[config.mk]
export PLATFORM = sky130hd
export DESIGN_NAME = iir_biquad_cascade_tdm
export DESIGN_NICKNAME = d
export VERILOG_FILES = /design/src/rtl/iir_pkg.sv /design/src/rtl/iir_coef_bank.sv /design/src/rtl/iir_biquad_cascade_tdm.sv
export SDC_FILE = /design/constraint.sdc
export NUM_CORES = 2
export LEC_CHECK = 0
export ABC_AREA = 1
export BUFFER_PORTS_ARGS = -buffer_cell sky130_fd_sc_hd__buf_2
export CORE_UTILIZATION = 30
export DETAILED_ROUTE_END_ITERATION = 10
export PLACE_DENSITY = 0.55
export SKIP_CTS_REPAIR_TIMING = 1
export SLEW_MARGIN = 10
export SYNTH_ARGS = -nofsm -noshare
export SYNTH_HDL_FRONTEND = slang
export SYNTH_SLANG_ARGS = --single-unit
[constraint.sdc]
create_clock -name clk -period 9 [get_ports clk]
set_clock_uncertainty 0.2 [all_clocks]
set_input_delay 1.8 -clock clk [delete_from_list [all_inputs] [get_ports clk]]
set_output_delay 1.8 -clock clk [all_outputs]
set_load 0.005 [all_outputs]
[src/rtl/iir_pkg.sv]
// Shared types and helpers for the time-multiplexed biquad cascade.
// Holds the FSM state type, coefficient slot indices and the output rounding/saturation.
package iir_pkg;

    typedef enum logic [1:0] {IDLE, MAC, SCALE, DONE} state_t;

    localparam logic [2:0] B0 = 3'd0;
    localparam logic [2:0] B1 = 3'd1;
    localparam logic [2:0] B2 = 3'd2;
    localparam logic [2:0] A1 = 3'd3;
    localparam logic [2:0] A2 = 3'd4;

    typedef struct packed {
        logic signed [31:0] y;
        logic               sat;
    } sat_res_t;

    // Round half up by FRAC bits, then clamp into a signed WIDTH-bit range.
    function automatic sat_res_t sat_round(input logic signed [63:0] acc,
                                           input int unsigned frac,
                                           input int unsigned width);
        logic signed [63:0] r;
        logic signed [63:0] hi;
        logic signed [63:0] lo;
        sat_res_t res;
        r  = (acc + (64'sd1 <<< (frac - 1))) >>> frac;
        hi = (64'sd1 <<< (width - 1)) - 64'sd1;
        lo = -(64'sd1 <<< (width - 1));
        res.sat = 1'b0;
        res.y   = 32'(r);
        if (r > hi) begin
            res.y   = 32'(hi);
            res.sat = 1'b1;
        end else if (r < lo) begin
            res.y   = 32'(lo);
            res.sat = 1'b1;
        end
        return res;
    endfunction

endpackage

[src/rtl/iir_coef_bank.sv]
// Shadow/active coefficient register file; the shadow bank is copied into the
// active bank on every accepted sample so in-flight samples never see writes.
module iir_coef_bank
    import iir_pkg::*;
#(
    parameter int COEFF_W  = 16,
    parameter int FRAC     = 14,
    parameter int NUM_SECT = 2
) (
    input  logic                               clk,
    input  logic                               n_rst,
    input  logic                               we,
    input  logic [$clog2(5*NUM_SECT)-1:0]      waddr,
    input  logic signed [COEFF_W-1:0]          wdata,
    input  logic                               copy,
    input  logic [$clog2(5*NUM_SECT)-1:0]      raddr,
    output logic signed [COEFF_W-1:0]          rdata
);

    localparam int unsigned NCOEF = 5 * NUM_SECT;
    localparam int unsigned AW    = $clog2(NCOEF);
    localparam logic signed [COEFF_W-1:0] UNITY = COEFF_W'(64'd1 << FRAC);

    logic signed [COEFF_W-1:0] shadow [NCOEF];
    logic signed [COEFF_W-1:0] active [NCOEF];

    always_ff @(posedge clk or negedge n_rst) begin
        if (!n_rst) begin
            for (int unsigned i = 0; i < NCOEF; i++) begin
                shadow[i] <= ((i % 5) == 32'(B0)) ? UNITY : '0;
                active[i] <= ((i % 5) == 32'(B0)) ? UNITY : '0;
            end
        end else begin
            if (we && (waddr < AW'(NCOEF)))
                shadow[waddr] <= wdata;
            // Non-blocking copy takes the pre-write shadow on a same-edge write.
            if (copy) begin
                for (int unsigned i = 0; i < NCOEF; i++)
                    active[i] <= shadow[i];
            end
        end
    end

    assign rdata = active[raddr];

endmodule

[src/rtl/iir_biquad_cascade_tdm.sv]
// Cascade of NUM_SECT direct-form-I biquads sharing one multiplier/accumulator;
// each section takes five MAC cycles and one rounding/saturation cycle.
module iir_biquad_cascade_tdm
    import iir_pkg::*;
#(
    parameter int WIDTH    = 14,
    parameter int COEFF_W  = 16,
    parameter int FRAC     = 14,
    parameter int NUM_SECT = 2,
    parameter int ACC_W    = WIDTH + COEFF_W + 3
) (
    input  logic                              clk,
    input  logic                              n_rst,
    input  logic signed [WIDTH-1:0]           din,
    input  logic                              din_valid,
    input  logic                              coef_we,
    input  logic [$clog2(5*NUM_SECT)-1:0]     coef_addr,
    input  logic signed [COEFF_W-1:0]         coef_wdata,
    input  logic                              clr_state,
    output logic signed [WIDTH-1:0]           dout,
    output logic                              dout_valid,
    output logic                              busy,
    output logic                              sat_flag,
    output logic                              overrun
);

    localparam int unsigned AW = $clog2(5 * NUM_SECT);
    localparam int unsigned SW = (NUM_SECT > 1) ? $clog2(NUM_SECT) : 1;

    state_t                    state, state_nxt;
    logic [2:0]                k;
    logic [SW-1:0]             sect;
    logic signed [ACC_W-1:0]   acc, acc_base, prod;
    logic signed [WIDTH-1:0]   sec_in, operand, y_sat;
    logic signed [COEFF_W-1:0] coef;
    logic signed [WIDTH-1:0]   x1 [NUM_SECT];
    logic signed [WIDTH-1:0]   x2 [NUM_SECT];
    logic signed [WIDTH-1:0]   y1 [NUM_SECT];
    logic signed [WIDTH-1:0]   y2 [NUM_SECT];
    logic [AW-1:0]             rd_addr;
    logic                      accept, last_sect;
    sat_res_t                  sr;

    assign accept    = (state == IDLE) && din_valid && !clr_state;
    assign last_sect = (sect == SW'(NUM_SECT - 1));
    assign busy      = (state != IDLE);
    assign rd_addr   = AW'(5 * int'(sect) + int'(k));

    iir_coef_bank #(
        .COEFF_W  (COEFF_W),
        .FRAC     (FRAC),
        .NUM_SECT (NUM_SECT)
    ) u_coef_bank (
        .clk   (clk),
        .n_rst (n_rst),
        .we    (coef_we),
        .waddr (coef_addr),
        .wdata (coef_wdata),
        .copy  (accept),
        .raddr (rd_addr),
        .rdata (coef)
    );

    always_comb begin
        operand = '0;
        case (k)
            B0:      operand = sec_in;
            B1:      operand = x1[sect];
            B2:      operand = x2[sect];
            A1:      operand = y1[sect];
            A2:      operand = y2[sect];
            default: operand = '0;
        endcase
        prod     = ACC_W'(coef) * ACC_W'(operand);
        acc_base = (k == B0) ? '0 : acc;
        sr       = sat_round(64'(acc), FRAC, WIDTH);
        y_sat    = WIDTH'(sr.y);
    end

    always_comb begin
        state_nxt = state;
        case (state)
            IDLE:    if (accept) state_nxt = MAC;
            MAC:     if (k == A2) state_nxt = SCALE;
            SCALE:   state_nxt = last_sect ? DONE : MAC;
            DONE:    state_nxt = IDLE;
            default: state_nxt = IDLE;
        endcase
        if (clr_state)
            state_nxt = IDLE;
    end

    always_ff @(posedge clk or negedge n_rst) begin
        if (!n_rst) state <= IDLE;
        else        state <= state_nxt;
    end

    always_ff @(posedge clk or negedge n_rst) begin
        if (!n_rst) begin
            k          <= '0;
            sect       <= '0;
            acc        <= '0;
            sec_in     <= '0;
            dout       <= '0;
            dout_valid <= 1'b0;
            sat_flag   <= 1'b0;
            overrun    <= 1'b0;
            for (int unsigned i = 0; i < NUM_SECT; i++) begin
                x1[i] <= '0;
                x2[i] <= '0;
                y1[i] <= '0;
                y2[i] <= '0;
            end
        end else begin
            dout_valid <= 1'b0;
            if (din_valid && busy)
                overrun <= 1'b1;
            if (clr_state) begin
                k    <= '0;
                sect <= '0;
                for (int unsigned i = 0; i < NUM_SECT; i++) begin
                    x1[i] <= '0;
                    x2[i] <= '0;
                    y1[i] <= '0;
                    y2[i] <= '0;
                end
            end else begin
                case (state)
                    IDLE: begin
                        if (accept) begin
                            sec_in <= din;
                            k      <= '0;
                            sect   <= '0;
                        end
                    end
                    MAC: begin
                        acc <= ((k == A1) || (k == A2)) ? acc_base - prod : acc_base + prod;
                        k   <= k + 3'd1;
                    end
                    SCALE: begin
                        // The clamped value is both fed back and passed to the next section.
                        x2[sect] <= x1[sect];
                        x1[sect] <= sec_in;
                        y2[sect] <= y1[sect];
                        y1[sect] <= y_sat;
                        sec_in   <= y_sat;
                        k        <= '0;
                        if (sr.sat)
                            sat_flag <= 1'b1;
                        if (!last_sect)
                            sect <= sect + SW'(1);
                    end
                    DONE: begin
                        dout       <= sec_in;
                        dout_valid <= 1'b1;
                    end
                    default: ;
                endcase
            end
        end
    end

endmodule

Word-level counts from Yosys, hierarchy flattened

Cells that the tools add are included.

Register bits: 502
Latch bits: 0
Bits in writable memories: 0
Bits in read-only memories: 0
Output and inout bits: 18
Memories: 0

Add/sub/neg operators: 6
$mul: 2
Divide/modulo/power cells: 0
Order comparisons: 8
Equal/unequal tests: 10
Shift operators: 0
Multiplexer cells: 53
Bitwise operators: 4
Reductions and logical operators: 22

Operators by type and width:

| kind                   | count |
|---|---|
| $mux 28                | 8 |
| $mux 14                | 14 |
| $bwmux 160             | 1 |
| $bwmux 28              | 4 |
| $pmux 14 s5            | 1 |
| $mux 33                | 2 |
| $bmux 16 s4            | 1 |
| $demux 16 s4           | 1 |
| $mux 16                | 3 |
| $add 33x15->34 const B | 1 |
| $add 33x30->33         | 1 |
| $sub 33x30->33         | 1 |
| $mul 16x14->30         | 1 |
| $mux 15                | 2 |
| $pmux 14 s2            | 1 |
| $gt 20x14->1 const B   | 1 |
| $lt 20x14->1 const B   | 1 |
| $demux 14 s1           | 1 |
| $ge 5x5->1 const B     | 2 |
| $not 4->5              | 2 |
| $reduce_and 2->1       | 5 |
| $pmux 3 s3             | 1 |
| $mux 2                 | 4 |
| $pmux 2 s4             | 1 |
| other kinds (29)       | 45 |

Longest topological paths before layout

Depth in word-level cells: 9
Gate-level depth with buffers: 57

Modules after synthesis

From an unflattened synthesis, not the netlist that was laid out.

Cells, all modules: 4393
Area, all modules: 34670.8 um^2

By module, submodules not included:

| module                 | instances | cells an instance | area each (um^2) |
|---|---|---|---|
| iir_biquad_cascade_tdm | 1         | 2863              | 21131.5 |
| iir_coef_bank          | 1         | 1530              | 13539.2 |

Worst setup path before layout

OpenSTA, ideal clock, no wires.

Path type: reg2reg
Start: register k[0]
End: register acc[32]
Library setup time: 0.118 ns
Arrival: 8.972 ns
Data required time: 8.682 ns
Slack: -0.290 ns
Cell stages (with the launch flop): 51
Period minus slack after synthesis: 9.290 ns
Path through: dfrtp_1 -> ha_1 -> ha_1 -> buf_2 -> inv_1 -> buf_2 -> buf_1 -> a21oi_1 -> a32o_1 -> o211ai_1 -> nand2_1 -> inv_1 -> nand2_1 -> fa_1 -> fa_1 -> inv_1 -> fa_1 -> fa_1 -> [15 not listed] -> nand3_1 -> xor2_1 -> nand2_1 -> nand2_1 -> ha_1 -> nand2_1 -> nor4_1 -> nand3_1 -> nand3_1 -> nand2_1 -> nand2_1 -> nand2_1 -> nand2_1 -> nand3_1 -> nand2_1 -> nand3_1 -> nand3_1 -> nand2_1

Word-level cells in the longest chain between the ends: 8
Elaborated cells between the ends (all ways): 17
Classes of those cells: add/sub (3); mul (1); eq/ne (4); mux (6); bitwise (1); reduce/logical (2)

RTL lines:

| element                                                 | RTL line                      | RTL |
|---|---|---|
| start: declaration                                      | iir_biquad_cascade_tdm.sv:31  | `logic [2:0] k;` |
| start signal: assignment                                | iir_biquad_cascade_tdm.sv:138 | `k <= k + 3'd1;` |
| $add 4x3->4                                             | iir_biquad_cascade_tdm.sv:47  | `assign rd_addr = AW'(5 * int'(sect) + int'(k));` |
| $not 4->5 (implied by the code)                         | iir_coef_bank.sv:44           | `assign rdata = active[raddr];` |
| $bmux 16 s4                                             | iir_coef_bank.sv:44           |  |
| $mux 16 (implied by the code) (2 in a row)              | iir_coef_bank.sv:44           |  |
| $mul 16x14->30                                          | iir_biquad_cascade_tdm.sv:74  | `prod = ACC_W'(coef) * ACC_W'(operand);` |
| $add 33x30->33 / $sub 33x30->33 (equally long branches) | iir_biquad_cascade_tdm.sv:137 | `acc <= ((k == A1) \|\| (k == A2)) ? acc_base - prod : acc_base + prod;` |
| $mux 33 *                                               | iir_biquad_cascade_tdm.sv:137 |  |
| end signal: assignment                                  | iir_biquad_cascade_tdm.sv:137 |  |
| end: declaration                                        | iir_biquad_cascade_tdm.sv:33  | `logic signed [ACC_W-1:0] acc, acc_base, prod;` |

Every way passes the cells marked *; elsewhere a longest branch is shown, timed or not. The select of a mux whose other input is x is not followed.
A chain may end at the register's enable or synchronous reset.

Worst setup path after layout

Same ends and word-level chain as after synthesis.

==> run summary <==
The clock passes through at most 3 buffers. Of all cell types, the one taking the most synthesized area is dfrtp_1. The chip height came out at 335.7 um. The area of the mapped netlist is 33,400 um^2. The routed length per instance came out at 16.73 um. The share of flip-flops with an asynchronous set or reset after synthesis is 1.000. The H-tree depth came out at 2. The final worst-path setup slack is -0.2531 ns.

The worst hold margin came out at 0.2628 ns. The design area is 43,460 um^2. The global-route wire length before repair is 157.5 mm. Before antenna repair, the detailed router went through 6 iterations.

The number of pins with negative max-slew slack in the final report came out at 0. The number of warning messages in the yosys log is 0. The highest clock frequency the design can meet is 0.1081 GHz.

The met1 routed wirelength after detailed routing came out at 45.53 mm. The HPWL after detailed placement came out at 73.84 mm. The timing startpoint of the critical path is k[0]$_DFFE_PN0P_. The x dimension of the die came out at 335.7 um. The min-delay analysis places its worst path in the category register to register. 0 antenna diodes ended up in the layout.

The effective utilization at floorplan is 0.3022. The via count of the first global-routing pass was 28.26k. In this run the count of I/O pins placed on the die edge is 57. The via total after detailed routing is 28.30k. By area the synthesized netlist is led by dfrtp_1 37%, fa_1 13%, nand2_1 11%. The number of remaining DRC errors is 0. Across every metal layer, demand over resource in global routing totals 0.1767. TritonCTS built the clock tree. The share of the Yosys chip area taken by registers is 0.3763. The number of antenna violations at the first check in global routing came out at 0. The final reports fail on setup timing. Buffers placed on the I/O ports in this run total 56.

The number of design-rule violations left by the first detailed-router iteration came out at 1,912. The minimum clock period came out at 9.253 ns. The area of the core region came out at 110,500 um^2. The critical register-to-register path startpoint is k[0]$_DFFE_PN0P_.

The number of cell rows is 122. The instance area after placement came out at 38,920 um^2. Averaged over all synthesized cells, the footprint is 8.271 um^2. The number of filler instances in the final layout came out at 11.16k. The final-report hold violation count was 0.

The synthesized net count is 4,414. The run finished, with violations left. The most used flip-flop cell after synthesis is dfrtp_1. The worst setup path is launched from a register. In the final layout, the share of cells above drive strength 1 is 0.2773. The count of nets after finishing came out at 4,909. Once detail routing completed, the nets flagged for antenna violations numbered 0. The detailed route wirelength on metal3 came out at 4.613 mm. Clock-pin slew was measured on the worst setup and hold paths at 0.06 ns. The hold path startpoint is overrun$_DFFE_PN0P_. The latest clock arrival within the worst-skew pair is 0.66 ns.

The final setup violation count came out at 12. The worst setup path is captured at a register. The most instantiated library cell after synthesis is nand2_1. In this run the worst path has a maximum fanout of 7. The required arrival time at the worst endpoint is 9.30 ns.

Summed over all layers, the routed wires come to 101.5 mm. The number of sinks driven by the clock tree came out at 502. For this run the aggregate overflow at the end of global routing stands at 0.

In this design, the critical path's most frequently occurring cell is nand2_2. The number of placed instances with taps included came out at 5,894. The critical path is of the register to register type.

The final clock period utilization by the worst path came out at 1.028. The area share of the leading cell type in the synthesized netlist came out at 0.3731. The worst-case headroom to the max-slew limit came out at 0.1786. For the pin with the worst max-slew slack, the measured transition is 1.232 ns.

Relative to the synthesized area, the layout overhead comes to 30.11%. By count the netlist is led by 956 x nand2_1, 656 x inv_1, 498 x dfrtp_1. The number of instances in the synthesized netlist is 4,038. The number of flip-flops and latches in the synthesized netlist is 502. Summed over all nets, wire length on met2 after detailed routing comes to 48.97 mm. The ratio of routed vias to standard cells is 4.663. The number of flops mapped to enable cells by yosys is 0. The arrival time of the worst setup path came out at 9.55 ns. The root buffer cell chosen for the clock tree is clkbuf_16. The slowest library cell on the worst path is fa_1. Routed signal wires occupy layers up through met4.

The die footprint came out at 112,700 um^2. The placer congestion estimate is 0.9155. Setup repair after global routing could not meet its margin everywhere. The number of different library cells used by synthesis comes to 60. The total CTS buffers came out at 55. The maximum number of pins on one net before global-route repair is 208. The number of violations of the max-capacitance limit is 0. The longest individual stage delay on the worst path is 0.53 ns. The finished layout holds 6,068 standard cells, fillers aside.
[metrics by stage]
step,TNS (ns),setup slack [ns],utilization
2_1_floorplan,-0.01405,-0.01405,-
3_3_place_gp,-10.25,-0.7929,0.3521
3_5_place_dp,-12.04,-0.8933,0.3521
4_1_cts,-12.31,-0.9066,0.3690
5_1_grt,-8.312,-0.6863,0.3932
6_report,-1.858,-0.2531,0.3932
[critical path, delay by kind of cell (launching register included)]
kind	cells	cell delay (ns)
simple gates	22	1.79
flops	1	0.41
compound gates	7	1.13
buf+inv	14	1.46
xor+xnor	1	0.16
fa+ha+maj	10	3.96
[layout by cell type, fill, tap and decap left out, drive strengths merged, types with 25 or more instances in the layout]
master  netlist  final
o22ai        52     52
clkbuf      111     83
buf          46    592
dfrtp       498    498
nor3         25     25
nand3       120    120
mux2         95     95
xor2         42     42
nor2        291    291
inv         662    655
fa          221    221
o21ai       417    417
ha          116    116
nand2       974    974
a21oi       178    178
[flip-flops by register name, indices dropped and copies added, names as in the netlist, 2 cells and up]
| signal | count |
|---|---|
| acc | 33 |
| dout | 14 |
| k | 3 |
| sec_in | 14 |
| state | 2 |
| u_coef_bank.active | 160 |
| u_coef_bank.shadow | 160 |
| x1 | 28 |
| x2 | 28 |
| y1 | 28 |
| y2 | 28 |
[final timing paths]
kind                                              end  cells after the start  slack (ns)
worst max-delay path              acc[32]$_DFFE_PN0P_                     54       -0.25
worst min-delay path              overrun$_DFFE_PN0P_                      1        0.26
worst max register to register    acc[32]$_DFFE_PN0P_                     54       -0.25
worst min register to register    overrun$_DFFE_PN0P_                      1        0.26
max in group asynchronous       last_sect$_DFFE_PN0P_                      2        6.18
min in group asynchronous          acc[1]$_DFFE_PN0P_                      1        0.92
[kinds of logic (layout without fill, tap and decap cells)]
group / count (synthesis) / in the layout / synth area share
buf+inv: 822 / 1364 / 0.09384
flops: 502 / 502 / 0.3763
fa+ha+maj: 337 / 337 / 0.1759
xor+xnor: 66 / 66 / 0.01753
compound gates: 728 / 728 / 0.1194
simple gates: 1472 / 1472 / 0.1802
mux: 111 / 111 / 0.03683
[cell type report]
cell class,instances,area (um^2),area share
clock buffers,81,1644,0.03783
clock inverters,23,224.0,0.005154
inverters,665,2536,0.05836
multi-input cells,2714,19760,0.4547
flip-flops and latches,502,12570,0.2892
well taps,1488,1862,0.04284
repair buffers,594,4856,0.1117
repair inverters,1,7.507,0.0001728
[layer usage]
metal	global-route usage	vias to the layer above
met2	0.3034	642
met3	0.02183	136
met1	0.2339	13744
li1	-	13776
met4	0.04537	0
met5	0	-
Power is not shown: default switching activity piles up to over one toggle a cycle in this logic, so the estimate is an artifact.
